$ cat src/rtl/rot_tile_addr_gen_if.sv
// Command bus between the tile address generator and the burst engine.
//
// Handshake: the master raises O_AG_CMD_VALID with ADDR/WRITE/LAST/BYTES
// stable; a command is transferred on every clock edge where VALID and
// I_AG_CMD_READY are both high. While VALID is high and READY is low the
// master holds every payload field unchanged. READY may toggle freely.
//
// Signals:
//   O_AG_CMD_VALID  command valid
//   I_AG_CMD_READY  command accepted when VALID && READY
//   O_AG_CMD_ADDR   row burst start byte address
//   O_AG_CMD_WRITE  0 = read burst, 1 = write burst
//   O_AG_CMD_LAST   last row of the current tile
//   O_AG_CMD_BYTES  burst length in bytes
interface rot_tile_addr_gen_if #(
  parameter int ADDR_W = 32
);
  logic              O_AG_CMD_VALID;
  logic              I_AG_CMD_READY;
  logic [ADDR_W-1:0] O_AG_CMD_ADDR;
  logic              O_AG_CMD_WRITE;
  logic              O_AG_CMD_LAST;
  logic [15:0]       O_AG_CMD_BYTES;

  modport master (
    output O_AG_CMD_VALID, O_AG_CMD_ADDR, O_AG_CMD_WRITE, O_AG_CMD_LAST, O_AG_CMD_BYTES,
    input  I_AG_CMD_READY
  );

  modport slave (
    input  O_AG_CMD_VALID, O_AG_CMD_ADDR, O_AG_CMD_WRITE, O_AG_CMD_LAST, O_AG_CMD_BYTES,
    output I_AG_CMD_READY
  );
endinterface

$ cat src/rtl/rot_tile_addr_gen.sv
// Tile address generator for the image rotation engine.
// Walks the source image in TILE x TILE tiles (tx outer, ty inner). For each
// tile it issues TILE row-burst reads, then TILE row-burst writes at the
// tile's rotated destination position. Pixel reordering is done downstream.
//
// Ports:
//   I_AG_HCLK, I_AG_RESET        clock, synchronous active-high reset
//   I_AG_START                   start pulse, sampled in IDLE only
//   I_AG_HEIGHT/WIDTH            source dimensions in pixels
//   I_AG_DEGREES/DIRECTION       rotation (0/90/180/270), 1 = clockwise
//   I_AG_SRC/DST_BASE, _PITCH    byte base addresses and row strides
//   cmd                          command bus (master side)
//   O_AG_BUSY                    high in READ/WRITE/DONE
//   O_AG_DONE                    one-cycle pulse after the last write
//   O_AG_ERR                     one-cycle pulse on START with illegal dims
//   O_AG_OUT_H/OUT_W             padded, rotated output dimensions
//   O_AG_DBG_STATE               current FSM state
module rot_tile_addr_gen #(
  parameter int TILE_LG2 = 3,   // must be >= 1
  parameter int BPP      = 3,
  parameter int ADDR_W   = 32,
  parameter int DIM_W    = 16,
  parameter int MAX_DIM  = 16384
) (
  input  logic              I_AG_HCLK,
  input  logic              I_AG_RESET,
  input  logic              I_AG_START,
  input  logic [DIM_W-1:0]  I_AG_HEIGHT,
  input  logic [DIM_W-1:0]  I_AG_WIDTH,
  input  logic [1:0]        I_AG_DEGREES,
  input  logic              I_AG_DIRECTION,
  input  logic [ADDR_W-1:0] I_AG_SRC_BASE,
  input  logic [ADDR_W-1:0] I_AG_DST_BASE,
  input  logic [ADDR_W-1:0] I_AG_SRC_PITCH,
  input  logic [ADDR_W-1:0] I_AG_DST_PITCH,
  rot_tile_addr_gen_if.master cmd,
  output logic              O_AG_BUSY,
  output logic              O_AG_DONE,
  output logic              O_AG_ERR,
  output logic [DIM_W-1:0]  O_AG_OUT_H,
  output logic [DIM_W-1:0]  O_AG_OUT_W,
  output logic [1:0]        O_AG_DBG_STATE
);
  localparam int TILE = 1 << TILE_LG2;
  localparam logic [1:0] ST_IDLE  = 2'd0;
  localparam logic [1:0] ST_READ  = 2'd1;
  localparam logic [1:0] ST_WRITE = 2'd2;
  localparam logic [1:0] ST_DONE  = 2'd3;
  localparam logic [ADDR_W-1:0]   TB     = ADDR_W'(TILE * BPP);  // tile width in bytes
  localparam logic [TILE_LG2-1:0] R_LAST = '1;

  logic [1:0]          state_q;
  logic                valid_q, write_q, last_q, err_q;
  logic [ADDR_W-1:0]   addr_q;
  logic [DIM_W-1:0]    out_h_q, out_w_q;
  logic [TILE_LG2-1:0] r_q;
  logic [DIM_W-1:0]    tx_q, ty_q, nht_m1_q, nwt_m1_q;
  logic [ADDR_W-1:0]   sp_q, dp_q, inner_q, outer_q;
  // Read pointers: rd_col_q = column origin, rd_ptr_q = current/next read row.
  // The read row pointer simply keeps stepping by the pitch down a column,
  // since tile ty+1 starts exactly one row after the last row of tile ty.
  logic [ADDR_W-1:0]   rd_col_q, rd_ptr_q;
  // Write pointers: column start tile, current tile origin, current row.
  logic [ADDR_W-1:0]   wr_col_q, wr_tile_q, wr_ptr_q;

  // ---- START-time setup (padding, legality, rotation deltas) -------------
  logic              dims_bad;
  logic [DIM_W-1:0]  nh, nw, nh_m, nw_m;
  logic [1:0]        eff;
  logic [ADDR_W-1:0] rs, x_h, x_w, y_h, y_w, init_off, inner_d, outer_d;

  assign dims_bad = (I_AG_HEIGHT == '0) || (I_AG_WIDTH == '0) ||
                    (I_AG_HEIGHT > DIM_W'(MAX_DIM)) || (I_AG_WIDTH > DIM_W'(MAX_DIM));
  // Legal dims never overflow DIM_W when rounded up.
  assign nh   = (I_AG_HEIGHT + DIM_W'(TILE - 1)) & ~DIM_W'(TILE - 1);
  assign nw   = (I_AG_WIDTH  + DIM_W'(TILE - 1)) & ~DIM_W'(TILE - 1);
  assign nh_m = nh - DIM_W'(TILE);
  assign nw_m = nw - DIM_W'(TILE);
  // Counter-clockwise swaps 90 and 270.
  assign eff  = (!I_AG_DIRECTION && I_AG_DEGREES[0]) ? (I_AG_DEGREES ^ 2'b10) : I_AG_DEGREES;
  // Far-edge offsets are formed once per run; the command path only adds.
  assign rs   = I_AG_DST_PITCH << TILE_LG2;
  assign x_h  = ADDR_W'(nh_m) * ADDR_W'(BPP);
  assign x_w  = ADDR_W'(nw_m) * ADDR_W'(BPP);
  assign y_h  = ADDR_W'(nh_m) * I_AG_DST_PITCH;
  assign y_w  = ADDR_W'(nw_m) * I_AG_DST_PITCH;

  // Destination tile of (tx,ty): start offset of column tx=0, step per ty
  // (inner) and step per tx (outer).
  always_comb begin
    init_off = '0;
    inner_d  = rs;
    outer_d  = TB;
    case (eff)
      2'd1:    begin init_off = x_h;       inner_d = -TB; outer_d = rs;  end
      2'd2:    begin init_off = y_h + x_w; inner_d = -rs; outer_d = -TB; end
      2'd3:    begin init_off = y_w;       inner_d = TB;  outer_d = -rs; end
      default: begin init_off = '0;        inner_d = rs;  outer_d = TB;  end
    endcase
  end

  // ---- Command path -------------------------------------------------------
  logic                fire;
  logic [TILE_LG2-1:0] r_nxt;
  logic [ADDR_W-1:0]   rd_ptr_nxt, wr_ptr_nxt, wr_tile_nxt, rd_col_nxt, wr_col_nxt;

  assign fire        = valid_q && cmd.I_AG_CMD_READY;
  assign r_nxt       = r_q + TILE_LG2'(1);
  assign rd_ptr_nxt  = rd_ptr_q + sp_q;
  assign wr_ptr_nxt  = wr_ptr_q + dp_q;
  assign wr_tile_nxt = wr_tile_q + inner_q;
  assign rd_col_nxt  = rd_col_q + TB;
  assign wr_col_nxt  = wr_col_q + outer_q;

  always_ff @(posedge I_AG_HCLK) begin
    if (I_AG_RESET) begin
      state_q  <= ST_IDLE;
      valid_q  <= 1'b0;
      write_q  <= 1'b0;
      last_q   <= 1'b0;
      err_q    <= 1'b0;
      addr_q   <= '0;
      out_h_q  <= '0;
      out_w_q  <= '0;
      r_q      <= '0;
      tx_q     <= '0;
      ty_q     <= '0;
      nht_m1_q <= '0;
      nwt_m1_q <= '0;
      sp_q     <= '0;
      dp_q     <= '0;
      inner_q  <= '0;
      outer_q  <= '0;
      rd_col_q <= '0;
      rd_ptr_q <= '0;
      wr_col_q <= '0;
      wr_tile_q <= '0;
      wr_ptr_q <= '0;
    end else begin
      err_q <= 1'b0;
      case (state_q)
        ST_IDLE: begin
          if (I_AG_START) begin
            if (dims_bad) begin
              err_q <= 1'b1;
            end else begin
              state_q   <= ST_READ;
              valid_q   <= 1'b1;
              write_q   <= 1'b0;
              last_q    <= 1'b0;
              addr_q    <= I_AG_SRC_BASE;
              out_h_q   <= eff[0] ? nw : nh;
              out_w_q   <= eff[0] ? nh : nw;
              r_q       <= '0;
              tx_q      <= '0;
              ty_q      <= '0;
              nht_m1_q  <= (nh >> TILE_LG2) - DIM_W'(1);
              nwt_m1_q  <= (nw >> TILE_LG2) - DIM_W'(1);
              sp_q      <= I_AG_SRC_PITCH;
              dp_q      <= I_AG_DST_PITCH;
              inner_q   <= inner_d;
              outer_q   <= outer_d;
              rd_col_q  <= I_AG_SRC_BASE;
              rd_ptr_q  <= I_AG_SRC_BASE;
              wr_col_q  <= I_AG_DST_BASE + init_off;
              wr_tile_q <= I_AG_DST_BASE + init_off;
              wr_ptr_q  <= I_AG_DST_BASE + init_off;
            end
          end
        end
        ST_READ: begin
          if (fire) begin
            rd_ptr_q <= rd_ptr_nxt;
            if (r_q == R_LAST) begin
              state_q <= ST_WRITE;
              write_q <= 1'b1;
              last_q  <= 1'b0;
              r_q     <= '0;
              addr_q  <= wr_ptr_q;
            end else begin
              r_q    <= r_nxt;
              last_q <= (r_nxt == R_LAST);
              addr_q <= rd_ptr_nxt;
            end
          end
        end
        ST_WRITE: begin
          if (fire) begin
            if (r_q != R_LAST) begin
              r_q      <= r_nxt;
              last_q   <= (r_nxt == R_LAST);
              wr_ptr_q <= wr_ptr_nxt;
              addr_q   <= wr_ptr_nxt;
            end else begin
              r_q    <= '0;
              last_q <= 1'b0;
              if (ty_q != nht_m1_q) begin
                state_q   <= ST_READ;
                write_q   <= 1'b0;
                ty_q      <= ty_q + DIM_W'(1);
                wr_tile_q <= wr_tile_nxt;
                wr_ptr_q  <= wr_tile_nxt;
                addr_q    <= rd_ptr_q;
              end else if (tx_q != nwt_m1_q) begin
                state_q   <= ST_READ;
                write_q   <= 1'b0;
                tx_q      <= tx_q + DIM_W'(1);
                ty_q      <= '0;
                rd_col_q  <= rd_col_nxt;
                rd_ptr_q  <= rd_col_nxt;
                addr_q    <= rd_col_nxt;
                wr_col_q  <= wr_col_nxt;
                wr_tile_q <= wr_col_nxt;
                wr_ptr_q  <= wr_col_nxt;
              end else begin
                state_q <= ST_DONE;
                valid_q <= 1'b0;
                write_q <= 1'b0;
              end
            end
          end
        end
        default: state_q <= ST_IDLE;  // ST_DONE lasts one cycle
      endcase
    end
  end

  assign cmd.O_AG_CMD_VALID = valid_q;
  assign cmd.O_AG_CMD_ADDR  = addr_q;
  assign cmd.O_AG_CMD_WRITE = write_q;
  assign cmd.O_AG_CMD_LAST  = last_q;
  assign cmd.O_AG_CMD_BYTES = 16'(TILE * BPP);
  assign O_AG_BUSY      = (state_q != ST_IDLE);
  assign O_AG_DONE      = (state_q == ST_DONE);
  assign O_AG_ERR       = err_q;
  assign O_AG_OUT_H     = out_h_q;
  assign O_AG_OUT_W     = out_w_q;
  assign O_AG_DBG_STATE = state_q;
endmodule

$ cat src/flat_wrapper.sv
// flat-port wrapper written by rule: the top's interface ports become plain ports
module rot_tile_addr_gen_flat 
#(
  parameter int TILE_LG2 = 3,                  
  parameter int BPP      = 3,
  parameter int ADDR_W   = 32,
  parameter int DIM_W    = 16,
  parameter int MAX_DIM  = 16384
)
  (I_AG_HCLK, I_AG_RESET, I_AG_START, I_AG_HEIGHT, I_AG_WIDTH, I_AG_DEGREES, I_AG_DIRECTION, I_AG_SRC_BASE, I_AG_DST_BASE, I_AG_SRC_PITCH, I_AG_DST_PITCH, O_AG_BUSY, O_AG_DONE, O_AG_ERR, O_AG_OUT_H, O_AG_OUT_W, O_AG_DBG_STATE, cmd_O_AG_CMD_VALID, cmd_O_AG_CMD_ADDR, cmd_O_AG_CMD_WRITE, cmd_O_AG_CMD_LAST, cmd_O_AG_CMD_BYTES, cmd_I_AG_CMD_READY);
  rot_tile_addr_gen_if #(.ADDR_W(ADDR_W)) cmd_i ();
  input  logic I_AG_HCLK;
  input  logic I_AG_RESET;
  input  logic I_AG_START;
  input  logic [DIM_W-1:0] I_AG_HEIGHT;
  input  logic [DIM_W-1:0] I_AG_WIDTH;
  input  logic [1:0] I_AG_DEGREES;
  input  logic I_AG_DIRECTION;
  input  logic [ADDR_W-1:0] I_AG_SRC_BASE;
  input  logic [ADDR_W-1:0] I_AG_DST_BASE;
  input  logic [ADDR_W-1:0] I_AG_SRC_PITCH;
  input  logic [ADDR_W-1:0] I_AG_DST_PITCH;
  output logic O_AG_BUSY;
  output logic O_AG_DONE;
  output logic O_AG_ERR;
  output logic [DIM_W-1:0] O_AG_OUT_H;
  output logic [DIM_W-1:0] O_AG_OUT_W;
  output logic [1:0] O_AG_DBG_STATE;
  output wire logic [$bits(cmd_i.O_AG_CMD_VALID)-1:0] cmd_O_AG_CMD_VALID;
  output wire logic [$bits(cmd_i.O_AG_CMD_ADDR)-1:0] cmd_O_AG_CMD_ADDR;
  output wire logic [$bits(cmd_i.O_AG_CMD_WRITE)-1:0] cmd_O_AG_CMD_WRITE;
  output wire logic [$bits(cmd_i.O_AG_CMD_LAST)-1:0] cmd_O_AG_CMD_LAST;
  output wire logic [$bits(cmd_i.O_AG_CMD_BYTES)-1:0] cmd_O_AG_CMD_BYTES;
  input wire logic [$bits(cmd_i.I_AG_CMD_READY)-1:0] cmd_I_AG_CMD_READY;
  assign cmd_O_AG_CMD_VALID = cmd_i.O_AG_CMD_VALID;
  assign cmd_O_AG_CMD_ADDR = cmd_i.O_AG_CMD_ADDR;
  assign cmd_O_AG_CMD_WRITE = cmd_i.O_AG_CMD_WRITE;
  assign cmd_O_AG_CMD_LAST = cmd_i.O_AG_CMD_LAST;
  assign cmd_O_AG_CMD_BYTES = cmd_i.O_AG_CMD_BYTES;
  assign cmd_i.I_AG_CMD_READY = cmd_I_AG_CMD_READY;
  rot_tile_addr_gen #(.TILE_LG2(TILE_LG2), .BPP(BPP), .ADDR_W(ADDR_W), .DIM_W(DIM_W), .MAX_DIM(MAX_DIM)) u_core (.I_AG_HCLK(I_AG_HCLK), .I_AG_RESET(I_AG_RESET), .I_AG_START(I_AG_START), .I_AG_HEIGHT(I_AG_HEIGHT), .I_AG_WIDTH(I_AG_WIDTH), .I_AG_DEGREES(I_AG_DEGREES), .I_AG_DIRECTION(I_AG_DIRECTION), .I_AG_SRC_BASE(I_AG_SRC_BASE), .I_AG_DST_BASE(I_AG_DST_BASE), .I_AG_SRC_PITCH(I_AG_SRC_PITCH), .I_AG_DST_PITCH(I_AG_DST_PITCH), .cmd(cmd_i), .O_AG_BUSY(O_AG_BUSY), .O_AG_DONE(O_AG_DONE), .O_AG_ERR(O_AG_ERR), .O_AG_OUT_H(O_AG_OUT_H), .O_AG_OUT_W(O_AG_OUT_W), .O_AG_DBG_STATE(O_AG_DBG_STATE));
endmodule
$ cat config.mk
export PLATFORM = sky130hd
export DESIGN_NAME = rot_tile_addr_gen_flat
export DESIGN_NICKNAME = d
export VERILOG_FILES = /design/src/rtl/rot_tile_addr_gen_if.sv /design/src/rtl/rot_tile_addr_gen.sv /design/src/flat_wrapper.sv
export SDC_FILE = /design/constraint.sdc
export NUM_CORES = 2
export LEC_CHECK = 0
export BUFFER_PORTS_ARGS = -buffer_cell sky130_fd_sc_hd__buf_2
export CELL_PAD_IN_SITES_DETAIL_PLACEMENT = 1
export CELL_PAD_IN_SITES_GLOBAL_PLACEMENT = 2
export CORE_AREA = 2 2 320 401
export CTS_CLUSTER_DIAMETER = 30
export DETAILED_ROUTE_END_ITERATION = 10
export DIE_AREA = 0 0 322 403
export PLACE_DENSITY = 0.8
export SLEW_MARGIN = 10
export SYNTH_ARGS = -nofsm -noshare
export SYNTH_HDL_FRONTEND = slang
export SYNTH_SLANG_ARGS = --single-unit
$ cat constraint.sdc
create_clock -name I_AG_HCLK -period 12.65 [get_ports I_AG_HCLK]
set_clock_uncertainty 0.1 [all_clocks]
set_input_delay 1.265 -clock I_AG_HCLK [delete_from_list [all_inputs] [get_ports I_AG_HCLK]]
set_output_delay 1.265 -clock I_AG_HCLK [all_outputs]
set_load 0.01 [all_outputs]
==> impl_metrics.ini <==
[sta]
max_freq_mhz = 84.7
relSlewSlack_pct = 22.3
setup_violations = 0
fin_tns_setup_ps = 0
hold_violations = 0
min_period_over_period_pct = 93.3
timing.hold.ws_ps = 348
rsz0062_at_grt = false
min_period_ps = 11810
tightest_slew_ps = 1140
drv_slew = 0

[final_layout]
areaGrowthSynthToFinish_pct = 13.7
regArea_um2 = 8190
nets = 7124
drive_gt1_share_pct = 9.81
num-fill-cells = 15300
final_util_pct = 42.9
final_cell_area_um2 = 54100
multi_input_area_um2 = 35800

[logic_synthesis]
yosysSeqAreaShare_pct = 17.2
yosys.area_share.simple_pct = 19.7
syn_area_per_cell_um2 = 7.84
ys_ff_latch = 409
synth_top_family_by_area = adder cells
synthXorXnorAreaFrac_pct = 6.85
syn_inst = 6071
async_reset_ff_share_pct = 0
ys_types = 93
synth-compound-area-share_pct = 17.3
muxShareOfSynthArea_pct = 1.49
synth_adder_area_share_pct = 29.3
yosysWarnings = 0
syn_area_um2 = 47600
synthFlopType = dfxtp_1
synth_edf_count = 0

[routing]
viasPerCell = 5.63
drt_wl_total_mm = 194
firstDrtPassIters = 5
drt_iter0_markers = 2330
wl_per_cell_um = 24.7
drtAntennaViolNets = 0
via_count = 44200
drt_drc_violations_left = 0

[cts]
cts.sinks = 409
cts-root-buf = clkbuf_16
clkSlewWorstSetupHoldPaths_ps = 50
cts_tree = built
cts_buffer_depth = 3
holdBufCountCts = 0
cts.repair.resized = 0
cts_max_level = 3
postCtsSetupRepairBufs = 0
clk_latency_ps = 710
numCtsBuffers = 102

[global_route]
use_met1_pct = 34.8
grt-busiest-layer = met2
grt_pass1_wl_mm = 293
grt_start_max_net_pins = 113
gr-usage-met3_pct = 2.86
met2_usage_pct = 52.6
antenna_found_initial = 10
grt_util_all_layers_pct = 29.7
overflow = 0
grt_pass1_vias = 47400

[critical_path]
cp_slowest_cell = fa_1
critPathCaptureType = flip-flop
crit_required_ps = 13100
crit_family = compound AO/OA/AOI/OAI gates
start_kind = input port
timing.critical_path.buf_inv = 5
critPathArrivalTime_ps = 12250
worstSetupPathType = input port to flip-flop
path_max_fanout = 17
critPathMaxStageDelay_ps = 570

[floorplan]
coreArea_um2 = 126000
dieArea_um2 = 130000
fp.dieW_um = 322
row_count = 146
boundaryPins = 255
die_h_um = 403
initial_core_util_pct = 37.7

[outcome]
status = finished clean

[min_path]
min_path_type = flip-flop to flip-flop

[placed_design]
gp_congestion = 0.896
port_buffers = 232
dp_hpwl_mm = 147
placed_area_um2 = 50300

[flow_run]
drv_cap = 0
-- worst register-to-register path, delay by kind of cell (launching register included) --
kind            cells  cell delay [ps]
compound gates     10             3420
fa+ha+maj           2              720
flops               1              450
xor+xnor            1              210
mux                 1              110
-- cell usage after synthesis (all sizes together), types with 15 or more instances --
library cell	n	area share, %
and2	182	2.4
fa	477	20
nor3	110	1.2
a311oi	40	0.74
nand3	77	0.81
and3	35	0.46
a21o	77	1.2
o22ai	16	0.21
o211ai	88	1.4
a211oi	74	1.2
o21a	26	0.41
a21oi	498	5.2
or2	15	0.20
or3	55	0.81
xor2	133	2.4
nand2b	39	0.51
nand2	1021	8.1
clkbuf	355	2.8
o21ai	194	2.0
dfxtp	409	17
mux2i	54	1.1
nor2b	37	0.49
buf	48	0.58
nor4	22	0.29
a31oi	59	0.78
o31ai	26	0.41
mux2	15	0.36
xnor2	221	4.1
inv	600	4.7
a22oi	21	0.33
nor2	434	3.4
ha	350	9.2
nand4	25	0.33
o21bai	42	0.66
-- final cells by class --
cell class	count	share of cell area, %
multi-input combinational	4677	66.3
sequential	409	15.1
clock buffer	133	5.25
inverter	602	4.18
tap	1628	3.77
timing repair buffer	338	3.71
clock inverter	57	1.68
antenna	4	0.0185
-- kinds of logic (layout without fill, tap and decap cells) --
kind of cell	after synthesis	in the layout
simple gates	2094	2094
fa+ha+maj	827	827
mux	69	69
xor+xnor	361	361
flops	409	409
other cells	2	26
buf+inv	1005	1130
compound gates	1304	1304
-- state kept, by name, summed over array words and instances, names as in the netlist, 16 cells and up --
| register | cells |
|---|---|
| u_core.wr_tile_q | 32 |
| u_core.wr_ptr_q | 32 |
| u_core.rd_col_q | 32 |
| u_core.dp_q | 32 |
| u_core.inner_q | 29 |
| u_core.rd_ptr_q | 32 |
| u_core.cmd.O_AG_CMD_ADDR | 32 |
| u_core.sp_q | 32 |
| u_core.tx_q | 16 |
| u_core.wr_col_q | 32 |
| u_core.outer_q | 29 |
| u_core.ty_q | 16 |
-- placed cells by master, fill, tap and decap left out, types with 26 or more instances in the layout --
cell,n
a21oi_1,498
a211oi_1,74
nand2_1,1020
a311oi_1,40
o21a_1,26
inv_1,597
o21ai_0,192
a31oi_1,59
a21o_1,77
nor2_1,431
o21bai_1,42
dfxtp_1,409
buf_2,230
nor2b_1,37
or3_1,46
clkbuf_16,103
buf_4,104
nand2b_1,39
mux2i_1,54
xnor2_1,213
fa_1,477
and3_1,34
ha_1,346
and2_1,182
xor2_1,122
o31ai_1,26
nor3_1,107
o211ai_1,87
nand3_1,75
-- per-stage QoR --
stage | setup WS (ps) | cells
CTS | 901 | 7844
global route | 86.0 | 7848
detailed placement | 163 | 7654
finish | 845 | 7848
floorplan | 820 | 6091
global placement | 423 | 7654
-- per-layer routing --
layer	wire length, µm	up-vias
met5	0	-
met2	95800	1062
met3	6940	371
met4	12300	0
met1	78600	22500
li1	-	20200
-- worst paths after layout --
check                               startpoint                      endpoint  slack, ps  depth (start not counted)
setup / recovery                I_AG_HEIGHT[1]           u_core.wr_ptr_q[28]        840                         43
hold / removal    u_core.cmd.O_AG_CMD_ADDR[25]  u_core.cmd.O_AG_CMD_ADDR[25]        350                          2
setup reg to reg                u_core.sp_q[0]  u_core.cmd.O_AG_CMD_ADDR[24]       7570                         14
hold reg to reg   u_core.cmd.O_AG_CMD_ADDR[25]  u_core.cmd.O_AG_CMD_ADDR[25]        350                          2
Power is not shown: default switching activity piles up to over one toggle a cycle in this logic, so the estimate is an artifact.
